$ cat src/rtl/uart_rx_if.sv
// uart_rx_if: sink-side bundle between the UART receiver and whatever
// consumes its bytes (a FIFO or a direct consumer).
//   out  - received byte, valid while put is high, held until the next put
//   put  - one-clock write strobe toward the sink
//   full - sink cannot accept a byte this cycle
//   rts  - active-low ready-to-send, registered copy of full, forwarded to
//          the remote transmitter so it can pause
// master = receiver side, slave = sink side.
interface uart_rx_if #(
  parameter int DATA_BITS = 8
);
  logic [DATA_BITS-1:0] out;
  logic                 put;
  logic                 full;
  logic                 rts;

  modport master (
    output out,
    output put,
    output rts,
    input  full
  );

  modport slave (
    input  out,
    input  put,
    input  rts,
    output full
  );
endinterface

$ cat src/rtl/uart_rx.sv
// uart_rx: oversampling UART receiver for N-data-bit, no-parity, one-stop
// frames, LSB first.  Every good byte is pushed into the sink through a
// put/full handshake, and rts tells the remote transmitter to pause.
//   clock       - oversample clock, OVERSAMPLE x baud
//   reset       - asynchronous, active-high
//   rx          - serial line, idles high, asynchronous to clock
//   sink        - uart_rx_if master: out/put/rts driven, full sampled
//   frame_error - one-clock pulse, stop bit sampled low
//   overrun     - one-clock pulse, good byte dropped because full was high
// OVERSAMPLE must be even and at least 4.
module uart_rx #(
  parameter int OVERSAMPLE = 16,
  parameter int DATA_BITS  = 8
) (
  input  logic      clock,
  input  logic      reset,
  input  logic      rx,
  uart_rx_if.master sink,
  output logic      frame_error,
  output logic      overrun
);

  localparam int CW = $clog2(OVERSAMPLE + 1);
  localparam int BW = $clog2(DATA_BITS + 1);

  localparam logic [CW-1:0] CNT_ONE  = CW'(1);
  localparam logic [CW-1:0] CNT_HALF = CW'(OVERSAMPLE / 2);
  localparam logic [CW-1:0] CNT_FULL = CW'(OVERSAMPLE);
  localparam logic [BW-1:0] BI_LAST  = BW'(DATA_BITS - 1);

  typedef enum logic [2:0] {
    IDLE,
    START,
    DATA,
    STOP,
    BREAK
  } state_t;

  state_t               state, state_n;
  logic [CW-1:0]        cnt, cnt_n;
  logic [BW-1:0]        bi, bi_n;
  logic [DATA_BITS-1:0] shift, shift_n;
  logic [DATA_BITS-1:0] out_q, out_n;
  logic                 put_q, put_n;
  logic                 fe_q, fe_n;
  logic                 ov_q, ov_n;
  logic                 rts_q;
  logic                 rx_meta, rxs;

  // Two-flop synchronizer.  Both flops reset high so that reset release
  // never looks like a falling edge on an idle line.
  always_ff @(posedge clock or posedge reset) begin
    if (reset) begin
      rx_meta <= 1'b1;
      rxs     <= 1'b1;
    end else begin
      rx_meta <= rx;
      rxs     <= rx_meta;
    end
  end

  // rts simply mirrors full one clock late.
  always_ff @(posedge clock or posedge reset) begin
    if (reset) begin
      rts_q <= 1'b1;
    end else begin
      rts_q <= sink.full;
    end
  end

  // State and datapath registers.  Reset throws away any frame in flight.
  always_ff @(posedge clock or posedge reset) begin
    if (reset) begin
      state <= IDLE;
      cnt   <= '0;
      bi    <= '0;
      shift <= '0;
      out_q <= '0;
      put_q <= 1'b0;
      fe_q  <= 1'b0;
      ov_q  <= 1'b0;
    end else begin
      state <= state_n;
      cnt   <= cnt_n;
      bi    <= bi_n;
      shift <= shift_n;
      out_q <= out_n;
      put_q <= put_n;
      fe_q  <= fe_n;
      ov_q  <= ov_n;
    end
  end

  // Next-state logic.  cnt counts clocks inside the current bit.  The start
  // bit is checked at its middle; from then on each sample lands one full
  // bit period later, so every data and stop sample is also mid-bit.
  // Leaving STOP at mid stop bit lets a start bit that follows immediately
  // be caught.
  always_comb begin
    state_n = state;
    cnt_n   = cnt;
    bi_n    = bi;
    shift_n = shift;
    out_n   = out_q;
    put_n   = 1'b0;
    fe_n    = 1'b0;
    ov_n    = 1'b0;

    unique case (state)
      IDLE: begin
        if (!rxs) begin
          state_n = START;
          cnt_n   = CNT_ONE;
        end
      end

      START: begin
        if (cnt == CNT_HALF) begin
          if (!rxs) begin
            state_n = DATA;
            cnt_n   = CNT_ONE;
            bi_n    = '0;
          end else begin
            // Line went back high before mid start bit: a glitch.
            state_n = IDLE;
          end
        end else begin
          cnt_n = cnt + CNT_ONE;
        end
      end

      DATA: begin
        if (cnt == CNT_FULL) begin
          // LSB arrives first, so shifting right from the MSB leaves the
          // byte in natural order once every bit has been sampled.
          shift_n                = shift >> 1;
          shift_n[DATA_BITS-1]   = rxs;
          cnt_n                  = CNT_ONE;
          bi_n                   = bi + BW'(1);
          if (bi == BI_LAST) begin
            state_n = STOP;
          end
        end else begin
          cnt_n = cnt + CNT_ONE;
        end
      end

      STOP: begin
        if (cnt == CNT_FULL) begin
          if (rxs) begin
            if (sink.full) begin
              ov_n = 1'b1;
            end else begin
              out_n = shift;
              put_n = 1'b1;
            end
            state_n = IDLE;
          end else begin
            fe_n    = 1'b1;
            state_n = BREAK;
          end
        end else begin
          cnt_n = cnt + CNT_ONE;
        end
      end

      BREAK: begin
        // A held-low line must go high before a new start bit is accepted.
        if (rxs) begin
          state_n = IDLE;
        end
      end

      default: begin
        state_n = IDLE;
      end
    endcase
  end

  assign sink.out    = out_q;
  assign sink.put    = put_q;
  assign sink.rts    = rts_q;
  assign frame_error = fe_q;
  assign overrun     = ov_q;

endmodule

$ cat src/flat_wrapper.sv
// flat-port wrapper written by rule: the top's interface ports become plain ports
module uart_rx_flat 
#(
  parameter int OVERSAMPLE = 16,
  parameter int DATA_BITS  = 8
)
  (clock, reset, rx, frame_error, overrun, sink_out, sink_put, sink_rts, sink_full);
  uart_rx_if #(.DATA_BITS(DATA_BITS)) sink_i ();
  input  logic clock;
  input  logic reset;
  input  logic rx;
  output logic frame_error;
  output logic overrun;
  output wire logic [$bits(sink_i.out)-1:0] sink_out;
  output wire logic [$bits(sink_i.put)-1:0] sink_put;
  output wire logic [$bits(sink_i.rts)-1:0] sink_rts;
  input wire logic [$bits(sink_i.full)-1:0] sink_full;
  assign sink_out = sink_i.out;
  assign sink_put = sink_i.put;
  assign sink_rts = sink_i.rts;
  assign sink_i.full = sink_full;
  uart_rx #(.OVERSAMPLE(OVERSAMPLE), .DATA_BITS(DATA_BITS)) u_core (.clock(clock), .reset(reset), .rx(rx), .sink(sink_i), .frame_error(frame_error), .overrun(overrun));
endmodule
$ cat config.mk
export PLATFORM = sky130hd
export DESIGN_NAME = uart_rx_flat
export DESIGN_NICKNAME = d
export VERILOG_FILES = /design/src/rtl/uart_rx_if.sv /design/src/rtl/uart_rx.sv /design/src/flat_wrapper.sv
export SDC_FILE = /design/constraint.sdc
export NUM_CORES = 1
export LEC_CHECK = 0
export BUFFER_PORTS_ARGS = -buffer_cell sky130_fd_sc_hd__buf_2
export CORE_UTILIZATION = 30
export DETAILED_ROUTE_END_ITERATION = 8
export SYNTH_ARGS = -nofsm -noshare
export SYNTH_HDL_FRONTEND = slang
export SYNTH_SLANG_ARGS = --single-unit
$ cat constraint.sdc
create_clock -name clock -period 4.7 [get_ports clock]
set_clock_uncertainty 0.15 [all_clocks]
set_input_delay 0.47 -clock clock [delete_from_list [all_inputs] [get_ports clock]]
set_output_delay 0.47 -clock clock [all_outputs]
set_load 0.01 [all_outputs]
==> impl_metrics.tcl <==
set metrics [dict create \
    biggest_fanout_along_the_worst_timing_path 9 \
    grt_overflow 0 \
    synth_warnings 0 \
    die_area_um2 5600 \
    critPathArrivalTime_ns 2.60 \
    path_class "reg -> reg" \
    worst-r2r-cell-count 6 \
    postSynthRegisterBits 34 \
    crit_path_cell_trace "inv_1, ha_1, and4bb_1, nand3b_4, nor3b_2, mux2_1" \
    clock_sink_count 34 \
    detailedRoute.firstIterationViolations 59 \
    routed_wl_um 2970 \
    setup-violations-final 0 \
    final_period_minus_worst_setup_slack_ns 2.58 \
    timing.critical_path.from "u_core.cnt[0]" \
    netlist.area_leader.share_pct 48.7 \
    critPathRequiredTime_ns 4.71 \
    slew_violations 0 \
    netlist.top_cell.by_area "dfrtp_1" \
    mostFrequentLayoutCell "dfrtp_1" \
    yosysSeqAreaShare_pct 53.7 \
    mappedNetlistArea_um2 1590 \
    report.final.hold_viol_count 0 \
    post_cts_buffers 0 \
    ys_top_cells_by_area "dfrtp_1, mux2_1, mux2_2, dfstp_2, ha_1" \
    maxCapViolations 0 \
    terminus_of_the_critical_flop_to_flop_path "u_core.sink.out[5]" \
    ctsHtreeMaxLevel 2 \
    netlist-cell-type-count 44 \
    post_cts_resize_count 0 \
    dr_total_vias 1067 \
    setup_tns_ns 0 \
    critical-path-slowest-cell "nor3b_2" \
    synthCells 129 \
    clkLatencyLatePin_ns 0.28 \
    grt_pass1_wl_um 5090 \
    die-height_um 74.9 \
    cts_hold_buf 0 \
    grt_max_degree 35 \
    post_layout_nonfiller_instances 217 \
    cts_tree "built" \
    buffer_ports.inserted 15 \
    muxShareOfSynthArea_pct 11.3 \
    finish.net_count 153 \
    hpwl_um 2110 \
    synth_adder_area_share_pct 2.36 \
    area_growth_syn_to_layout_pct 14.2 \
    synth_xor_area_share_pct 0 \
    dp_worst_setup_slack_ns 2.12 \
    cts-buffers-inserted 5 \
    start_util_pct 31.2 \
    antenna_violations_before_repair 0 \
    power.ir.vdd_worst_mv 0.196 \
    finalWeightedCongestion 0.808 \
    run_status "finished, final reports clean" \
    syn_nets 136 \
    routed_wire_length_per_instance_um 13.7 \
    detail-route-antenna-nets 0 \
    post_route_cells_drive_above_1_share_pct 27.9 \
    synth_top_family_by_area "simple AND/OR/NAND/NOR gates" \
    power.density_cell_area_nw_per_um2 449 \
    clk_transition_reported_paths_ns 0.07 \
    hold-worst-slack_ns 0.110 \
    gr-usage-all-layers_pct 12.2 \
    num_antenna_cells 0 \
    die_x_um 74.9 \
    reg2reg_setup_slack_ns 2.12 \
    detail_route.first_pass.iterations 4 \
    most-common-layout-cells "dfrtp_1, buf_2, mux2_1, mux2_2" \
    first_global_vias 1105 \
    fillCellCount 525 \
    core_area_um2 5110 \
    cp-end-kind "register" \
    yosys.area_share.simple_pct 17.5 \
    power.static_leakage_uw 0.000935 \
    row_count 26 \
    timing.max_slew.rel_slack_pct 52.6 \
    rr_startpoint "u_core.cnt[0]" \
    max-clock-path-buffers 2 \
    io-pin-count 16 \
    postLayoutSetupSlackWorst_ns 2.12 \
    timing.critical_path.slowest_cell_delay_ns 0.61 \
    post_drt_via_cell_ratio 4.92 \
    worst_slew_pin_slew_ns 0.708 \
    cts-root-buf "clkbuf_8" \
    fmax_ghz 0.388 \
    post-route-period-util_pct 54.9 \
    syn_avg_cell_area_um2 12.3 \
    post-place-cells 209 \
    drc 0 \
    final_area_um2 1820 \
    critical_path_start_type "register" \
    complex_gate_fraction_of_the_synthesized_area_pct 11.8 \
    hold_path_class "in -> async" \
    dpl-instance-area_um2 1730 \
    rsz_0062_raised_after_global_routing "false" \
]
power by group:
group	total [uW]	internal, uW	switching (uW)
Combinational	211	103	107
Clock	217	118	98.8
Sequential	389	328	61.0
metal layers:
| layer | track usage (%) | vias to the layer above | share of wire, % |
|---|---|---|---|
| li1 | - | 500 | - |
| met1 | 14.1 | 543 | 42 |
| met2 | 20.7 | 18 | 54 |
| met3 | 3.35 | 6 | 3.1 |
| met4 | 6.29 | 0 | 1.5 |
| met5 | 0 | - | 0 |
cell usage after synthesis, drive strengths merged:
master and number:
a32o 1, and4bb 2, a2bb2oi 1, o21ai 7, nor2b 2, a221o 1
and3 2, nor2 7, a221oi 1, nand4b 1, or3b 1, or4 1
o32ai 1, inv 5, dfstp 3, a2111o 1, nor3 1, nand2 7
a22oi 1, nand2b 2, dfrtp 31, o41a 1, nor3b 3, ha 3
o32a 1, mux2 16, clkbuf 3, a21bo 1, nand3b 2, nand3 4
and2 1, buf 3, a21oi 7, or4bb 1, nor4b 1, a211o 1
nor4bb 1, nand4bb 1
cell families after synthesis:
| family | Yosys count |
|---|---|
| adders and majority gates | 3 |
| AOI/OAI and AO/OA | 25 |
| buffers and inverters | 11 |
| muxes | 16 |
| DFF | 34 |
| and+or+nand+nor | 40 |
worst max-delay path, delay by kind of cell (launching register included):
family | cells | cell delay, ns
DFF | 1 | 0.42
muxes | 1 | 0.39
buffers and inverters | 1 | 0.09
and+or+nand+nor | 3 | 1.22
adders and majority gates | 1 | 0.19
cell type report:
cell class | count | area, um^2 | area share (%)
sequential | 34 | 855 | 47.0
multi-input combinational | 84 | 684 | 37.6
tap | 70 | 87.6 | 4.81
clock buffer | 7 | 86.3 | 4.75
timing repair buffer | 16 | 82.6 | 4.54
inverter | 5 | 18.8 | 1.03
clock inverter | 1 | 5.00 | 0.275
flip-flops by register name, indices dropped and copies added (netlist names):
| name | cells |
|---|---|
| u_core.bi | 4 |
| u_core.cnt | 5 |
| u_core.frame_error | 1 |
| u_core.overrun | 1 |
| u_core.rx_meta | 1 |
| u_core.rxs | 1 |
| u_core.shift | 8 |
| u_core.sink.out | 8 |
| u_core.sink.put | 1 |
| u_core.sink.rts | 1 |
| u_core.state | 3 |
how the worst max path moves through the flow:
stage                    endpoint  slack (ns)  depth (start not counted)
5_1_grt        u_core.sink.out[6]        1.93                          6
4_1_cts        u_core.sink.out[5]        2.10                          6
3_5_place_dp   u_core.sink.out[5]        2.12                          6
6_report       u_core.sink.out[5]        2.12                          6
2_1_floorplan  u_core.sink.out[0]        2.72                          8
3_3_place_gp   u_core.sink.out[2]        2.21                          6
through the flow:
stage / util (%) / total power [uW]
after floorplan: - / 559
after global placement: 33.8 / 595
after detailed placement: 33.8 / 603
after CTS: 35.6 / 828
after global routing: 35.6 / 871
final: 35.6 / 816
(Power assumes the default switching activity.)
